[src/rtl/booth_pkg.sv]
// rtl/booth_pkg.sv - shared types and timing constants for the radix-4 Booth multiplier
package booth_pkg;

  typedef enum logic [1:0] {
    IDLE = 2'd0,
    CALC = 2'd1,
    DONE = 2'd2
  } state_t;

  // Magnitude select (one/two) plus negate; all zero means a zero digit.
  typedef struct packed {
    logic neg;
    logic one;
    logic two;
  } booth_digit_t;

  function automatic int booth_calc_cycles(input int n);
    return n / 2 + 1;
  endfunction

  // Rising edges from the accepting edge to the edge that raises done.
  function automatic int booth_latency(input int n);
    return booth_calc_cycles(n) + 1;
  endfunction

endpackage

[src/rtl/booth_radix4_mult_if.sv]
// rtl/booth_radix4_mult_if.sv - request/result bundle between a requester and the multiplier
interface booth_radix4_mult_if #(
  parameter int N = 32
);
  logic           start;
  logic           signed_mode;
  logic [N-1:0]   m;
  logic [N-1:0]   q;
  logic           busy;
  logic           done;
  logic [2*N-1:0] P;

  modport master (
    output start, signed_mode, m, q,
    input  busy, done, P
  );

  modport slave (
    input  start, signed_mode, m, q,
    output busy, done, P
  );
endinterface

[src/rtl/booth_r4_encoder.sv]
// rtl/booth_r4_encoder.sv - maps a multiplier triplet {q[i+1], q[i], q[i-1]} to a Booth digit
module booth_r4_encoder
  import booth_pkg::*;
(
  input  logic [2:0]   trip,
  output booth_digit_t digit
);

  always_comb begin
    digit = '0;
    case (trip)
      3'b001, 3'b010: digit = '{neg: 1'b0, one: 1'b1, two: 1'b0};
      3'b011:         digit = '{neg: 1'b0, one: 1'b0, two: 1'b1};
      3'b100:         digit = '{neg: 1'b1, one: 1'b0, two: 1'b1};
      3'b101, 3'b110: digit = '{neg: 1'b1, one: 1'b1, two: 1'b0};
      default:        digit = '0;
    endcase
  end

endmodule

[src/rtl/booth_radix4_mult.sv]
// rtl/booth_radix4_mult.sv - sequential radix-4 Booth multiplier, one digit per cycle
// Operands are extended to N+2 bits so one datapath serves signed and unsigned modes.
module booth_radix4_mult
  import booth_pkg::*;
#(
  parameter int N = 32
) (
  input logic                clk,
  input logic                rst,
  booth_radix4_mult_if.slave bus
);

  localparam int XW   = N + 2;
  localparam int HW   = N + 4;
  localparam int CW   = $clog2(N / 2 + 1) + 1;
  localparam logic [CW-1:0] LAST = CW'(booth_calc_cycles(N) - 1);

  state_t          state;
  logic [XW-1:0]   mcand;
  logic [HW-1:0]   hi;
  logic [XW-1:0]   lo;
  logic            qm1;
  logic [CW-1:0]   cnt;

  booth_digit_t    dig;
  logic [HW-1:0]   m_ext;
  logic [HW-1:0]   mag;
  logic [HW-1:0]   addend;
  logic [HW-1:0]   sum;
  logic [XW-1:0]   m_cap;
  logic [XW-1:0]   q_cap;
  logic            accept;

  booth_r4_encoder u_enc (
    .trip  ({lo[1:0], qm1}),
    .digit (dig)
  );

  assign m_cap  = bus.signed_mode ? {{2{bus.m[N-1]}}, bus.m} : {2'b00, bus.m};
  assign q_cap  = bus.signed_mode ? {{2{bus.q[N-1]}}, bus.q} : {2'b00, bus.q};
  assign accept = bus.start && (state != CALC);
  assign m_ext  = {{2{mcand[XW-1]}}, mcand};

  // Single shared adder: subtraction is invert-plus-carry-in.
  always_comb begin
    mag = '0;
    if (dig.two) begin
      mag = m_ext << 1;
    end else if (dig.one) begin
      mag = m_ext;
    end
    addend = dig.neg ? ~mag : mag;
    sum    = hi + addend + HW'(dig.neg);
  end

  always_ff @(posedge clk or posedge rst) begin
    if (rst) begin
      state    <= IDLE;
      bus.busy <= 1'b0;
      bus.done <= 1'b0;
      bus.P    <= '0;
      mcand    <= '0;
      hi       <= '0;
      lo       <= '0;
      qm1      <= 1'b0;
      cnt      <= '0;
    end else begin
      bus.done <= 1'b0;
      case (state)
        IDLE: state <= IDLE;
        CALC: begin
          // {hi, lo, qm1} shifts right by two; consumed multiplier bits fall out of lo.
          hi  <= {{2{sum[HW-1]}}, sum[HW-1:2]};
          lo  <= {sum[1:0], lo[XW-1:2]};
          qm1 <= lo[1];
          cnt <= cnt + CW'(1);
          if (cnt == LAST) begin
            state    <= DONE;
            bus.busy <= 1'b0;
          end
        end
        DONE: begin
          bus.P    <= {hi[N-3:0], lo};
          bus.done <= 1'b1;
          state    <= IDLE;
        end
        default: state <= IDLE;
      endcase

      if (accept) begin
        mcand    <= m_cap;
        hi       <= '0;
        lo       <= q_cap;
        qm1      <= 1'b0;
        cnt      <= '0;
        state    <= CALC;
        bus.busy <= 1'b1;
      end
    end
  end

endmodule
[src/flat_wrapper.sv]
// flat-port wrapper written by rule: the top's interface ports become plain ports
module booth_radix4_mult_flat import booth_pkg::*;
#(
  parameter int N = 32
)
  (clk, rst, bus_start, bus_signed_mode, bus_m, bus_q, bus_busy, bus_done, bus_P);
  booth_radix4_mult_if #(.N(N)) bus_i ();
  input logic clk;
  input logic rst;
  input wire logic [$bits(bus_i.start)-1:0] bus_start;
  input wire logic [$bits(bus_i.signed_mode)-1:0] bus_signed_mode;
  input wire logic [$bits(bus_i.m)-1:0] bus_m;
  input wire logic [$bits(bus_i.q)-1:0] bus_q;
  output wire logic [$bits(bus_i.busy)-1:0] bus_busy;
  output wire logic [$bits(bus_i.done)-1:0] bus_done;
  output wire logic [$bits(bus_i.P)-1:0] bus_P;
  assign bus_i.start = bus_start;
  assign bus_i.signed_mode = bus_signed_mode;
  assign bus_i.m = bus_m;
  assign bus_i.q = bus_q;
  assign bus_busy = bus_i.busy;
  assign bus_done = bus_i.done;
  assign bus_P = bus_i.P;
  booth_radix4_mult #(.N(N)) u_core (.clk(clk), .rst(rst), .bus(bus_i));
endmodule
[config.mk]
export PLATFORM = sky130hd
export DESIGN_NAME = booth_radix4_mult_flat
export DESIGN_NICKNAME = d
export VERILOG_FILES = /design/src/rtl/booth_pkg.sv /design/src/rtl/booth_radix4_mult_if.sv /design/src/rtl/booth_r4_encoder.sv /design/src/rtl/booth_radix4_mult.sv /design/src/flat_wrapper.sv
export SDC_FILE = /design/constraint.sdc
export NUM_CORES = 1
export LEC_CHECK = 0
export ABC_AREA = 1
export BUFFER_PORTS_ARGS = -buffer_cell sky130_fd_sc_hd__buf_4
export CORE_MARGIN = 8
export CORE_UTILIZATION = 53
export CTS_BUF_LIST = sky130_fd_sc_hd__clkbuf_4 sky130_fd_sc_hd__clkbuf_8 sky130_fd_sc_hd__clkbuf_16
export CTS_CLUSTER_SIZE = 10
export DETAILED_ROUTE_END_ITERATION = 6
export GPL_TIMING_DRIVEN = 0
export PLACE_DENSITY = 0.88
export SYNTH_ARGS = -nofsm -noshare
export SYNTH_HDL_FRONTEND = slang
export SYNTH_SLANG_ARGS = --single-unit
export TNS_END_PERCENT = 5
[constraint.sdc]
create_clock -name clk -period 5.1 [get_ports clk]
set_input_delay 0.51 -clock clk [delete_from_list [all_inputs] [get_ports clk]]
set_output_delay 0.51 -clock clk [all_outputs]
set_load 0.1 [all_outputs]
==> results of run 1 <==
==> metrics by stage <==
stage	std cells	util (%)
6_report	1679	64.2
5_1_grt	1679	64.2
4_1_cts	1679	64.2
3_5_place_dp	1647	60.9
3_3_place_gp	1643	60.4
2_1_floorplan	1276	-
==> layer usage <==
layer / wire length [um] / up-vias
met5: 0 / -
met4: 960 / 0
li1: - / 4489
met2: 13300 / 377
met1: 12700 / 4283
met3: 2360 / 59
==> cells in the mapped netlist, types with 10 or more instances <==
| cell | number |
|---|---|
| sky130_fd_sc_hd__inv_1 | 123 |
| sky130_fd_sc_hd__o21ai_0 | 165 |
| sky130_fd_sc_hd__nor2_1 | 69 |
| sky130_fd_sc_hd__o221ai_1 | 24 |
| sky130_fd_sc_hd__nand3_1 | 44 |
| sky130_fd_sc_hd__ha_1 | 41 |
| sky130_fd_sc_hd__nand2_1 | 399 |
| sky130_fd_sc_hd__clkbuf_1 | 36 |
| sky130_fd_sc_hd__nor3_1 | 10 |
| sky130_fd_sc_hd__a21oi_1 | 56 |
| sky130_fd_sc_hd__nand2_2 | 11 |
| sky130_fd_sc_hd__buf_2 | 10 |
| sky130_fd_sc_hd__dfrtp_1 | 176 |
| sky130_fd_sc_hd__xor2_1 | 33 |
==> flip-flops by register name, indices dropped and copies added (netlist names) <==
register and cells:
u_core.mcand 33, u_core.cnt 6, u_core.bus.P 64, u_core.state 2, u_core.bus.busy 1, u_core.bus.done 1, u_core.qm1 1, u_core.lo 34
u_core.hi 34
==> path summary, 6_finish.rpt <==
kind | startpoint | endpoint | slack [ns]
setup / recovery | u_core.lo[0] | u_core.hi[24] | 0.90
hold / removal | rst | u_core.bus.P[10] | 0.09
hold reg to reg | u_core.bus.P[58] | u_core.bus.P[58] | 0.48
max in group asynchronous | rst | u_core.mcand[23] | 4.11
min in group clk | bus_m[14] | u_core.mcand[14] | 0.26
setup reg to reg | u_core.lo[0] | u_core.hi[24] | 0.90
==> cells by family after synthesis <==
| logic type | count (synthesis) |
|---|---|
| AND/OR/NAND/NOR | 559 |
| AO/OA/AOI/OAI | 286 |
| flip-flops | 176 |
| XOR/XNOR | 33 |
| buffers and inverters | 180 |
| adder cells (fa/ha/maj) | 42 |
==> cell usage in the layout (no fill, tap or decap), drive strengths merged <==
master	synthesis	final
nand2	416	416
a31oi	3	3
fa	1	1
xor2	33	33
nand4	6	6
o221ai	24	24
nand3b	2	2
clkbuf	37	54
clkinv	1	8
clkinvlp	0	3
nor4	1	1
ha	41	41
buf	13	150
o32ai	1	1
or2	1	1
o21bai	1	1
and3	1	1
o21ai	173	173
inv	129	134
o22ai	8	8
a21oi	57	57
nor2	72	72
nand3	48	48
a21boi	3	3
o211ai	5	5
o21a	6	6
a21o	5	5
nor3	12	12
dfrtp	176	176
==> worst reg2reg max path, stage by stage, from the launching register on <==
cell	delay (ns)
sky130_fd_sc_hd__dfrtp_1	0.44
sky130_fd_sc_hd__inv_1	0.15
sky130_fd_sc_hd__ha_1	0.23
sky130_fd_sc_hd__inv_1	0.05
sky130_fd_sc_hd__nand2_1	0.07
sky130_fd_sc_hd__nand2_2	0.11
sky130_fd_sc_hd__clkbuf_1	0.29
sky130_fd_sc_hd__clkbuf_1	0.39
sky130_fd_sc_hd__o21ai_0	0.20
sky130_fd_sc_hd__xor2_1	0.22
sky130_fd_sc_hd__ha_1	0.40
sky130_fd_sc_hd__nand2_1	0.15
sky130_fd_sc_hd__nor2_1	0.26
sky130_fd_sc_hd__nand4_1	0.26
sky130_fd_sc_hd__nor3_2	0.27
sky130_fd_sc_hd__nand2_1	0.10
sky130_fd_sc_hd__nand3_2	0.12
sky130_fd_sc_hd__nand3_1	0.13
sky130_fd_sc_hd__nand2_1	0.09
sky130_fd_sc_hd__nand2_1	0.05
sky130_fd_sc_hd__nand3_1	0.06
sky130_fd_sc_hd__nand2_1	0.05
==> layout make-up <==
| class | instances | area (um2) |
|---|---|---|
| fillers | 1597 | 6610 |
| multi-input cells | 920 | 4750 |
| flip-flops and latches | 176 | 4400 |
| repair buffers | 137 | 1080 |
| inverters | 130 | 492 |
| clock buffers | 17 | 425 |
| well taps | 234 | 293 |
| plain buffers | 50 | 218 |
| clock inverters | 15 | 186 |
==> PnR_summary.wiki, run 1 <==
{| class="wikitable"
! Metric !! Value
|-
| Post-synthesis compound-gate area fraction || between 10% and 20%
|-
| Final routed wire length divided by cell count || 17.5 um
|-
| Die boundary height || 152 um
|-
| Element type at the critical path start || register
|-
| Classification of the worst setup path || register to register
|-
| Hold Violations, Final || 0
|-
| Bufs and invs on worst path || 4
|-
| R2R depth || 21
|-
| Final #Nets || ~1,500
|-
| Worst path setup slack after routing || 0.898 ns
|-
| Highest attainable clock frequency || 0.238 GHz
|-
| FFs w/ async S/R, synth || 100%
|-
| Final setup vio count || 0
|-
| Routed via count || 9,208
|-
| Initial cell density of the core || between 50% and 60%
|-
| Total wire length || 29,400 um
|-
| FP Rows || 50
|-
| CTS tree || done
|-
| Sum of negative setup slack || 0 ns
|-
| Overall fraction of global-route tracks in use || approximately a quarter
|-
| Mapped Nets || 1,386
|-
| Post-CTS clock slew at the launch and capture registers of the worst setup and hold paths || 0.08 ns
|-
| Top flip-flop cell by instance count after synthesis || sky130_fd_sc_hd__dfrtp_1
|-
| Path length in cells of the critical path || 21
|-
| Crit path max fanout || 10
|-
| Insertion delay of the later-clocked pin in the worst-skew pair || 0.45 ns
|-
| Cell with the largest stage delay on the worst path || sky130_fd_sc_hd__dfrtp_1
|-
| Cells after Synth || 1,276
|-
| Sink Count || 176
|-
| Count of unresolved DRC violations after routing || 0
|-
| Syn_area_per_cell || around 7.7 um2
|-
| Adder-cell share of the synthesized area || under 10%
|-
| Hold_buf cts || 0
|-
| Worst min-delay path category || primary input to asynchronous set/reset pin
|-
| Basic-gate share of the synthesized area counting and, or, nand and nor cells || about a quarter
|-
| Synth Area in XOR/XNOR || 2.93%
|-
| Ant diodes || 0
|-
| Die area || 23,200 um2
|-
| Area of the core region || between 15,000 and 20,000 um2
|-
| Initial antenna violation count || 0
|-
| Main combinational cell family by area after synthesis || simple AND/OR/NAND/NOR gates
|-
| Data arrival time of the critical path || 4.54 ns
|-
| Final clock period utilization by the worst path || 82.4%
|-
| Root buffer selected by CTS || sky130_fd_sc_hd__clkbuf_16
|-
| Pin count of the biggest net entering global routing || between 40 and 50
|-
| Status || complete, no violations
|-
| Slew at the pin with the worst max-slew slack || about 0.78 ns
|-
| Global-route wire length before repair || 47,000 um
|-
| Setup Skew || ~0.016 ns
|-
| Critical path data required time || ~5.4 ns
|-
| Sequential-to-total area share from yosys stat || 44.7%
|-
| Post-route cell area || around 12,000 um2
|-
| Multiplexer share of the synthesized area || 0%
|-
| Worst-case hold slack || between 0.09 and 0.1 ns
|-
| H-tree levels || 4
|-
| Overflow left after global routing || 0
|-
| Minimum clock period || 4.20 ns
|-
| Met2 Resource Use GR || 39.5%
|-
| Total of buffers placed on input and output ports || about 130
|-
| Vias per std cell || around 5.5
|-
| Crit path largest cell delay || roughly 0.44 ns
|-
| Vias in the first global route || around 9,000
|-
| Unrepaired setup endpoints after global routing || no
|-
| Number of flops mapped to enable cells by yosys || 0
|-
| Number of buffers added by the clock tree synthesis step || 17
|-
| Post-synth cell types || between 40 and 50
|-
| Layout area overhead || 20.2%
|-
| Area of the mapped netlist || 9860 um2
|-
| Busiest layer in global routing || met2
|-
| Fraction of met1 tracks used by global routing || 34.0%
|-
| Final HPWL DP || ~23,000 um
|-
| Setup slack after placement || 1.09 ns
|-
| Area contributors post-synth || sky130_fd_sc_hd__dfrtp_1 45%, sky130_fd_sc_hd__nand2_1 15%, sky130_fd_sc_hd__o21ai_0 8.4%
|-
| Weighted congestion at the end of routability-driven global placement || 0.951
|-
| DRT antenna net count || 0
|-
| Violation count after the first detailed-route iteration || 669
|-
| Cell type with the highest aggregate area in the netlist || sky130_fd_sc_hd__dfrtp_1
|-
| Most common cell on crit path || sky130_fd_sc_hd__nand2_1
|-
| Resized Gates After CTS || 0
|-
| Slew Viols, Final || 0
|-
| Yosys warning count || 0
|-
| Clock buffer depth || 2
|-
| Number of register bits inferred by synthesis || 176
|-
| First-pass iteration count of the detailed router || 5
|-
| Area share of the largest cell type after synthesis || 44.7%
|-
| Total I/O pin count || 134
|-
| Largest delay share family, worst path || simple AND/OR/NAND/NOR gates
|-
| Max transition margin || around 48%
|-
| Width of the die || 152 um
|-
| Critical-path cell list || inv_1 > ha_1 > inv_1 > nand2_1 > nand2_2 > clkbuf_1 > clkbuf_1 > o21ai_0 > xor2_1 > ha_1 > nand2_1 > nor2_1 > nand4_1 > nor3_2 > nand2_1 > nand3_2 > nand3_1 > nand2_1 > nand2_1 > nand3_1 > nand2_1
|-
| Number of buffers inserted to repair setup after CTS || 0
|-
| Critical Path Sink Type || register
|-
| # Max-Cap Violations || 0
|-
| Instance area at placement || between 10,000 and 15,000 um2
|-
| Share of post-route cells with drive strength above 1 || between 15 and 20%
|-
| Global routing usage on met3 || 5.05%
|}
Power of run 1 is left out: the tool's default activity adds up to more than one toggle a clock period on the data nets, which glitch-free logic cannot reach.
==> run 2, diff against run 1 <==
==> constraint.sdc (replaced) <==
create_clock -name clk -period 3.7 [get_ports clk]
set_input_delay 0.37 -clock clk [delete_from_list [all_inputs] [get_ports clk]]
set_output_delay 0.37 -clock clk [all_outputs]
set_load 0.1 [all_outputs]
==> run 2 against run 1 <==
Against the previous run: register-to-register slack worse by 0.82 ns; hold slack better by 0.026 ns; via count is 1.7% higher; largest cell class unchanged; die area unchanged; wire length increased by 1.4%.
==> PnR_summary.wiki, run 2 (synthesis results as in run 1) <==
{| class="wikitable"
! Metric !! Value
|-
| DRT antenna net count || 0 (unchanged)
|-
| Area of the core region || 18,500 um2 (unchanged)
|-
| Count of unresolved DRC violations after routing || 0 (unchanged)
|-
| Weighted congestion at the end of routability-driven global placement || 0.951 (unchanged)
|-
| Highest attainable clock frequency || 0.276 GHz (was 0.238 GHz)
|-
| Biggest regs || u_core.bus.P (64), u_core.hi (34), u_core.lo (34) (unchanged)
|-
| Final Instance Count excl. Fillers || 1,686 (was 1,679)
|-
| Critical path data required time || 4.03 ns (was 5.44 ns)
|-
| Sum of negative setup slack || 0 ns (unchanged)
|-
| Global-route wire length before repair || 47,200 um (was 47,000 um)
|-
| Fraction of met1 tracks used by global routing || 34.1% (was 34.0%)
|-
| Status || complete, no violations (unchanged)
|-
| Routed via count || 9,363 (was 9,208)
|-
| Final clock period utilization by the worst path || 97.9% (was 82.4%)
|-
| Number of buffers added by the clock tree synthesis step || 17 (unchanged)
|-
| Max transition margin || 44.1% (was 48.1%)
|-
| Root buffer selected by CTS || sky130_fd_sc_hd__clkbuf_16 (unchanged)
|-
| Overflow left after global routing || 0 (unchanged)
|-
| Total I/O pin count || 134 (unchanged)
|-
| # Max-Cap Violations || 0 (unchanged)
|-
| Overall fraction of global-route tracks in use || 25.4% (about the same)
|-
| Layout area overhead || 21.8% (was 20.2%)
|-
| Worst min-delay path category || primary input to register (was primary input to asynchronous set/reset pin)
|-
| Final HPWL DP || 23,100 um (unchanged)
|-
| Final setup vio count || 0 (unchanged)
|-
| Total wire length || 29,800 um (was 29,400 um)
|-
| CTS tree || done (unchanged)
|-
| Global routing usage on met3 || 5.02% (was 5.05%)
|-
| Minimum clock period || 3.62 ns (was 4.20 ns)
|-
| Die boundary height || 152 um (unchanged)
|-
| Insertion delay of the later-clocked pin in the worst-skew pair || 0.45 ns (about the same)
|-
| Slew at the pin with the worst max-slew slack || 0.838 ns (was 0.778 ns)
|-
| Setup Skew || 0.0169 ns (was 0.0156 ns)
|-
| Crit path max fanout || 10 (unchanged)
|-
| Hold Violations, Final || 0 (unchanged)
|-
| Violation count after the first detailed-route iteration || 798 (was 669)
|-
| Clock buffer depth || 2 (unchanged)
|-
| Classification of the worst setup path || register to register (unchanged)
|-
| H-tree levels || 4 (unchanged)
|-
| Vias in the first global route || 8,965 (was 8,962)
|-
| Vias per std cell || 5.55 (was 5.48)
|-
| First-pass iteration count of the detailed router || 5 (unchanged)
|-
| Busiest layer in global routing || met2 (unchanged)
|-
| Register with the most flip-flops || u_core.bus.P (unchanged)
|-
| Count of fill cells added during filler insertion || 1,569 (was 1,597)
|-
| Slew Viols, Final || 0 (unchanged)
|-
| Initial antenna violation count || 0 (unchanged)
|-
| Unrepaired setup endpoints after global routing || yes (was no)
|-
| Flip-flop count of the largest register, all copies and words added || 64 (unchanged)
|-
| Initial cell density of the core || 53.4% (unchanged)
|-
| Met2 Resource Use GR || 39.8% (was 39.5%)
|-
| Total of buffers placed on input and output ports || 133 (unchanged)
|-
| Final #Nets || 1,548 (was 1,542)
|-
| Data arrival time of the critical path || 3.95 ns (was 4.54 ns)
|-
| Critical Path Sink Type || register (unchanged)
|-
| Core Util, Final || 65.1% (was 64.2%)
|-
| Element type at the critical path start || register (unchanged)
|-
| Commonest non-fill, non-tap cell in the layout || sky130_fd_sc_hd__nand2_1 (unchanged)
|-
| Die area || 23,200 um2 (unchanged)
|-
| Width of the die || 152 um (unchanged)
|-
| Count of placed standard cells including taps || 1,647 (unchanged)
|-
| Highest-count cells in the layout ignoring fill and taps || 398 x sky130_fd_sc_hd__nand2_1, 175 x sky130_fd_sc_hd__dfrtp_1, 146 x sky130_fd_sc_hd__o21ai_0 (was 399 x sky130_fd_sc_hd__nand2_1, 176 x sky130_fd_sc_hd__dfrtp_1, 165 x sky130_fd_sc_hd__o21ai_0)
|-
| Final routed wire length divided by cell count || 17.7 um (was 17.5 um)
|-
| Sink Count || 176 (unchanged)
|-
| Pin count of the biggest net entering global routing || 46 (unchanged)
|-
| Post-CTS clock slew at the launch and capture registers of the worst setup and hold paths || 0.08 ns (about the same)
|-
| FP Rows || 50 (unchanged)
|-
| Share of post-route cells with drive strength above 1 || 17.4% (was 15.2%)
|}
==> run 2: changes by cell type in the layout (fill, tap and decap cells not counted), sizes merged <==
cell	change
buf	+6
diode	+1
dlygate4sd3	+1
clkbuf	-1
==> run 2: final cells by class <==
cell class                      instances  area (um2)  share of cell area [%]
Multi-Input combinational cell        920        4840                    40.4
Sequential cell                       176        4410                    36.7
Timing Repair Buffer                  143        1130                    9.38
Inverter                              130         492                    4.10
Clock buffer                           17         425                    3.54
Tap cell                              234         293                    2.44
Buffer                                 50         230                    1.92
Clock inverter                         15         186                    1.55
Antenna cell                            1        2.50                  0.0208
==> run 2: critical path, stage by stage (launching register included) <==
cell                       delay, ns
sky130_fd_sc_hd__dfrtp_2        0.42
sky130_fd_sc_hd__inv_2          0.08
sky130_fd_sc_hd__ha_1           0.20
sky130_fd_sc_hd__inv_1          0.06
sky130_fd_sc_hd__nand2_1        0.07
sky130_fd_sc_hd__nand2_2        0.11
sky130_fd_sc_hd__clkbuf_2       0.21
sky130_fd_sc_hd__buf_2          0.24
sky130_fd_sc_hd__nand2_1        0.07
sky130_fd_sc_hd__o21ai_1        0.11
sky130_fd_sc_hd__xor2_1         0.38
sky130_fd_sc_hd__ha_1           0.37
sky130_fd_sc_hd__a21oi_1        0.22
sky130_fd_sc_hd__o21ai_0        0.20
sky130_fd_sc_hd__a21oi_1        0.30
sky130_fd_sc_hd__o21a_1         0.19
sky130_fd_sc_hd__nand3_1        0.08
sky130_fd_sc_hd__nand3_1        0.12
sky130_fd_sc_hd__nand2_1        0.06
==> run 2: timing repair <==
action,4_1_cts,5_1_grt
hold buffers,1,0
hold endpoints to repair,25,0
endpoints found under the setup margin,19,27
setup buffers,2,3
pin swaps,2,7
resized for setup,10,46
==> run 2: worst paths after layout <==
| check | slack (ns) | end | cells after the start | from |
|---|---|---|---|---|
| setup reg to reg | 0.08 | u_core.hi[29] | 18 | u_core.lo[0] |
| min in group asynchronous | 0.52 | u_core.bus.P[8] | 3 | rst |
| hold reg to reg | 0.48 | u_core.bus.P[57] | 2 | u_core.bus.P[57] |
| setup / recovery | 0.08 | u_core.hi[29] | 18 | u_core.lo[0] |
| max in group asynchronous | 2.29 | u_core.mcand[23] | 5 | rst |
| hold / removal | 0.12 | u_core.mcand[0] | 3 | bus_m[0] |
==> run 2: metrics by stage <==
step	hold WS [ns]	instance area [um2]	worst slack, ns
2_1_floorplan	0.447	9860	0.707
3_3_place_gp	0.466	11200	-0.270
3_5_place_dp	0.448	11200	-0.315
4_1_cts	0.111	11900	-0.000771
5_1_grt	0.114	12000	-0.0655
6_report	0.119	12000	0.0782
==> run 2: routing by layer <==
layer,part of all wire (%),wire (um)
met1,44,13200
met2,45,13500
met3,7.0,2080
met4,3.1,929
met5,0,0
Power of run 2 is left out for the same reason.
